==> config.mk <==
export PLATFORM = sky130hd
export DESIGN_NAME = uart_rx
export DESIGN_NICKNAME = d
export VERILOG_FILES = /design/src/rtl/uart_pkg.sv /design/src/rtl/sync_2ff.sv /design/src/rtl/uart_rx.sv
export SDC_FILE = /design/constraint.sdc
export NUM_CORES = 1
export LEC_CHECK = 0
export ABC_AREA = 1
export CAP_MARGIN = 40
export CORE_MARGIN = 2
export CORE_UTILIZATION = 45
export CTS_BUF_LIST = sky130_fd_sc_hd__clkbuf_8
export CTS_CLUSTER_SIZE = 10
export DETAILED_ROUTE_END_ITERATION = 10
export DONT_BUFFER_PORTS = 1
export GPL_TIMING_DRIVEN = 0
export HOLD_SLACK_MARGIN = 0.12
export PLACE_DENSITY = 0.59
export SLEW_MARGIN = 30
export SYNTH_ARGS = -nofsm -noshare
export SYNTH_HDL_FRONTEND = slang
export SYNTH_SLANG_ARGS = --single-unit
==> constraint.sdc <==
create_clock -name clk -period 2.35 [get_ports clk]
set_clock_uncertainty 0.15 [all_clocks]
set_input_delay 0.235 -clock clk [delete_from_list [all_inputs] [get_ports clk]]
set_output_delay 0.235 -clock clk [all_outputs]
set_load 0.01 [all_outputs]
==> src/rtl/uart_pkg.sv <==
// Shared UART constants and receiver state encoding.
// Used by uart_rx; parity support is selected with UART_RX_PARITY_EN.
package uart_pkg;

    localparam int CLKS_PER_BIT_DEFAULT = 5208;
    localparam int UART_DATA_BITS       = 8;

    typedef enum logic [2:0] {
        RX_IDLE   = 3'd0,
        RX_START  = 3'd1,
        RX_DATA   = 3'd2,
        RX_PARITY = 3'd3,
        RX_STOP   = 3'd4,
        RX_BREAK  = 3'd5
    } uart_rx_state_t;

endpackage

==> src/rtl/sync_2ff.sv <==
// Two-flop synchronizer for a single asynchronous input bit.
// Both flops reset to RST_VAL so an idle line reads correctly out of reset.
module sync_2ff #(
    parameter logic RST_VAL = 1'b1
) (
    input  logic i_clk,
    input  logic i_rst_l,
    input  logic i_d,
    output logic o_q
);

    logic r_meta;
    logic r_sync;

    always_ff @(posedge i_clk or negedge i_rst_l) begin
        if (!i_rst_l) begin
            r_meta <= RST_VAL;
            r_sync <= RST_VAL;
        end else begin
            r_meta <= i_d;
            r_sync <= r_meta;
        end
    end

    assign o_q = r_sync;

endmodule

==> src/rtl/uart_rx.sv <==
// UART receiver: start, DATA_BITS LSB first, optional even parity, stop.
// Define UART_RX_PARITY_EN to compile in the parity bit and parity_err.
module uart_rx
    import uart_pkg::*;
#(
    parameter int CLKS_PER_BIT = CLKS_PER_BIT_DEFAULT,
    parameter int DATA_BITS    = UART_DATA_BITS
) (
    input  logic                 clk,
    input  logic                 rst_l,
    input  logic                 rx,
    output logic [DATA_BITS-1:0] rx_data,
    output logic                 rx_valid,
    output logic                 frame_err,
    output logic                 parity_err,
    output logic                 busy
);

    localparam int TW = $clog2(CLKS_PER_BIT);
    localparam int BW = $clog2(DATA_BITS + 1);

    localparam logic [TW-1:0] TICK_HALF = TW'(CLKS_PER_BIT / 2 - 1);
    localparam logic [TW-1:0] TICK_FULL = TW'(CLKS_PER_BIT - 1);
    localparam logic [BW-1:0] LAST_BIT  = BW'(DATA_BITS - 1);

    localparam logic [2:0] S_IDLE   = 3'(RX_IDLE);
    localparam logic [2:0] S_START  = 3'(RX_START);
    localparam logic [2:0] S_DATA   = 3'(RX_DATA);
    localparam logic [2:0] S_STOP   = 3'(RX_STOP);
    localparam logic [2:0] S_BREAK  = 3'(RX_BREAK);
`ifdef UART_RX_PARITY_EN
    localparam logic [2:0] S_PARITY = 3'(RX_PARITY);
    localparam logic [2:0] S_AFTER_DATA = S_PARITY;
`else
    localparam logic [2:0] S_AFTER_DATA = S_STOP;
`endif

    logic                 w_rx_s;
    logic [2:0]           r_state;
    logic [TW-1:0]        r_tick;
    logic [BW-1:0]        r_bits;
    logic [DATA_BITS-1:0] r_shift;
    logic [DATA_BITS-1:0] r_data;
    logic                 r_valid;
    logic                 r_ferr;
`ifdef UART_RX_PARITY_EN
    logic                 r_par_bad;
    logic                 r_perr;
`endif

    sync_2ff #(.RST_VAL(1'b1)) u_sync (
        .i_clk   (clk),
        .i_rst_l (rst_l),
        .i_d     (rx),
        .o_q     (w_rx_s)
    );

    always_ff @(posedge clk or negedge rst_l) begin
        if (!rst_l) begin
            r_state   <= S_IDLE;
            r_tick    <= '0;
            r_bits    <= '0;
            r_shift   <= '0;
            r_data    <= '0;
            r_valid   <= 1'b0;
            r_ferr    <= 1'b0;
`ifdef UART_RX_PARITY_EN
            r_par_bad <= 1'b0;
            r_perr    <= 1'b0;
`endif
        end else begin
            r_valid <= 1'b0;
            r_ferr  <= 1'b0;
`ifdef UART_RX_PARITY_EN
            r_perr  <= 1'b0;
`endif
            case (r_state)
                S_IDLE: begin
                    r_tick <= '0;
                    r_bits <= '0;
                    if (!w_rx_s) r_state <= S_START;
                end
                // A high mid-start sample is a glitch, not a frame
                S_START: begin
                    if (r_tick == TICK_HALF) begin
                        r_tick  <= '0;
                        r_state <= w_rx_s ? S_IDLE : S_DATA;
                    end else begin
                        r_tick <= r_tick + TW'(1);
                    end
                end
                S_DATA: begin
                    if (r_tick == TICK_FULL) begin
                        r_tick  <= '0;
                        r_shift <= {w_rx_s, r_shift[DATA_BITS-1:1]};
                        r_bits  <= r_bits + BW'(1);
                        if (r_bits == LAST_BIT) r_state <= S_AFTER_DATA;
                    end else begin
                        r_tick <= r_tick + TW'(1);
                    end
                end
`ifdef UART_RX_PARITY_EN
                S_PARITY: begin
                    if (r_tick == TICK_FULL) begin
                        r_tick    <= '0;
                        r_par_bad <= (^r_shift) != w_rx_s;
                        r_state   <= S_STOP;
                    end else begin
                        r_tick <= r_tick + TW'(1);
                    end
                end
`endif
                S_STOP: begin
                    if (r_tick == TICK_FULL) begin
                        r_tick <= '0;
                        if (w_rx_s) begin
                            r_data  <= r_shift;
                            r_valid <= 1'b1;
`ifdef UART_RX_PARITY_EN
                            r_perr  <= r_par_bad;
`endif
                            r_state <= S_IDLE;
                        end else begin
                            r_ferr  <= 1'b1;
                            r_state <= S_BREAK;
                        end
                    end else begin
                        r_tick <= r_tick + TW'(1);
                    end
                end
                // Hold off until the line recovers so a stuck-low line cannot retrigger
                S_BREAK: begin
                    r_tick <= '0;
                    if (w_rx_s) r_state <= S_IDLE;
                end
                default: r_state <= S_IDLE;
            endcase
        end
    end

    assign rx_data   = r_data;
    assign rx_valid  = r_valid;
    assign frame_err = r_ferr;
    assign busy      = (r_state != S_IDLE);
`ifdef UART_RX_PARITY_EN
    assign parity_err = r_perr;
`else
    assign parity_err = 1'b0;
`endif

endmodule
==> summary.txt <==
status: completed
maximum fanout along the worst path: 10
CP Capture Type: register
DP HPWL: 2.68 mm
Mapped Nets: 265
critical path, cell by cell: ha_1, nand2_1, nor2_1, nand3_2, nor3_4, buf_6, o21ai_0
TritonCTS clock tree: built
post-synthesis sequential area ratio: 49.3%
Seq pwr share: 52.5%
# port buffers: 0
area of the multi-input gates: 891 µm²
vias after detailed routing: 1614
Yosys warnings: 0
Synth Area per Inst: 7.82 µm²
fmax: 494 MHz
via/cell ratio: 5.00
insertion delay to the later sink of the worst-skew pair: 0.29 ns
post-layout min period: 2.03 ns
Final GP Congestion: 0.849
Tightest Hold Check Type: reg2reg
DIE AREA: 0.00508 mm²
DRC: 0
CTS resizes: 0
clock buffer depth: 2
Slew Viols, Final: 0
global-route wire length before repair: 6.71 mm
CP peak stage delay: 0.38 ns
share of layout cells above drive strength 1: 9.96%
Syn Inst Count: 260
RSZ-0062 raised after global routing: no
DIE WIDTH: 71.2 µm
DRT antenna net count: 0
GRT Total Usage: 16.7%
Yosys cell types: 30
Setup Viol. Count Final: 0
critical path class: reg2reg
site row count: 24
Nets: 275
Final Instance Area: 0.00226 mm²
Mapped Area: 0.00203 mm²
largest net degree at the start of global routing: 41
Power Density: 582 mW/mm²
share of the clock period used by the worst path: 86.2%
Logic pwr share: 1.9%
Antenna diodes: 0
CP arrival: 2.05 ns
CTS clk-pin slew, worst paths: 0.08 ns
final WL: 3.95 mm
Initial Utilization: 46.7%
Final Core Density: 51.9%
commonest non-fill, non-tap cells in the layout: 86 x nand2_1, 38 x dfrtp_1, 30 x nor2_1, 26 x inv_1, 16 x o21ai_0
Setup TNS: 0 ns
I/O pin cnt: 15
most common cell after layout, fill and taps aside: nand2_1
aggregate global routing overflow: 0
Sink Count: 40
Cell Area, Placed: 0.00210 mm²
Lkg Pwr: 0.00112 µW
Clock Power Share: 45.5%
htree depth: 2
Cell Int Power: 1050 µW
TritonCTS Buffers: 5
Die Span Y: 71.2 µm
per-cell routed wire length: 12.2 µm
Area growth syn-to-layout: 11.1%
Net Switching: 270 µW
number of global-route vias before repair: 1443
worst path required time: 2.37 ns
CP top delay family: simple AND/OR/NAND/NOR gates
# fillers: 428
First DRT Iteration DRCs: 96
Worst Path Buf+Inv: 1
clock root buffer: clkbuf_8
crit path max-delay cell type: dfrtp_1
Core ar.: 0.00435 mm²
Synth Register Bits: 40
register area: 0.00100 mm²
sw frac: 20.5%
peak supply drop: 0.000272 V
CP Launch Type: register
router iterations before antenna repair: 4
max_cap viols: 0
initial antenna violation count: 0
Final Hold Fails: 0
what timing repair did:
item                                    CTS  global route
buffers inserted                          0             0
hold buffers                              3             0
endpoints found under the setup margin    0             0
hold endpoints to repair                 41             0
flip-flops by register name, indices dropped and copies added (netlist names):
signal	count
r_tick	13
r_bits	4
rx_valid	1
r_shift	8
rx_data	8
frame_err	1
u_sync.o_q	1
u_sync.r_meta	1
r_state	3
routing by layer:
layer	up-vias	routed length, µm	global-route usage [%]
li1	842	-	-
met1	743	2080	24.0
met2	23	1660	24.6
met3	6	148	3.94
met4	0	64	6.50
met5	-	0	0
stage by stage:
| stage | hold WS (ns) | worst slack (ns) | cells | power, µW |
|---|---|---|---|---|
| global route | 0.217 | 0.197 | 323 | 1360 |
| floorplan | -0.211 | 0.704 | 260 | 710 |
| CTS | 0.211 | 0.328 | 323 | 1330 |
| global placement | -0.209 | 0.384 | 312 | 711 |
| detailed placement | -0.209 | 0.375 | 312 | 711 |
| finish | 0.209 | 0.324 | 323 | 1320 |
power by group through the flow:
stage,logic (µW),registers [µW],clock network (µW)
floorplan,4.87,705,0
global placement,5.60,705,0
detailed placement,5.67,705,0
CTS,26.5,691,607
global route,29.3,692,641
finish,25.2,691,599
area by class of cell:
class | count | area share, %
buffer | 5 | 1.72
tap | 52 | 2.88
clock inverter | 2 | 1.72
inverter | 27 | 4.48
sequential | 40 | 44.4
timing repair buffer | 3 | 1.77
multi-input combinational | 188 | 39.4
clock buffer | 6 | 3.65
path summary, 6_finish.rpt:
| kind | start | end | slack [ns] | depth (start not counted) |
|---|---|---|---|---|
| worst max-delay path | r_tick[0] | rx_data[4] | 0.32 | 7 |
| worst min-delay path | u_sync.r_meta | u_sync.o_q | 0.21 | 0 |
| worst max register to register | r_tick[0] | rx_data[4] | 0.32 | 7 |
| worst min register to register | u_sync.r_meta | u_sync.o_q | 0.21 | 0 |
| max in group asynchronous | rst_l | u_sync.o_q | 1.54 | 2 |
| min in group asynchronous | rst_l | r_tick[3] | 0.26 | 2 |
cells in the mapped netlist, drive strengths merged:
cell,number,area [µm²]
a21oi,15,75.1
ha,2,25.0
or2,1,6.26
nor3,4,41.3
xnor2,1,8.76
dfstp,2,52.6
o21ai,19,103
nand3b,3,22.5
inv,27,101
o22ai,1,6.26
a21boi,1,7.51
dfrtp,38,951
nand2,88,335
clkbuf,1,3.75
buf,4,35.0
nor2,32,125
nand4,6,37.5
nand3,9,50.1
conb,1,3.75
xor2,5,43.8
kinds of logic after synthesis:
family / synth area share, %
other: 0.184
XOR/XNOR: 2.58
adder cells (fa/ha/maj): 1.23
AND/OR/NAND/NOR: 30.4
AO/OA/AOI/OAI: 9.41
flip-flops: 49.3
buffers and inverters: 6.89
Note: power is estimated with default switching activity, not from simulation.
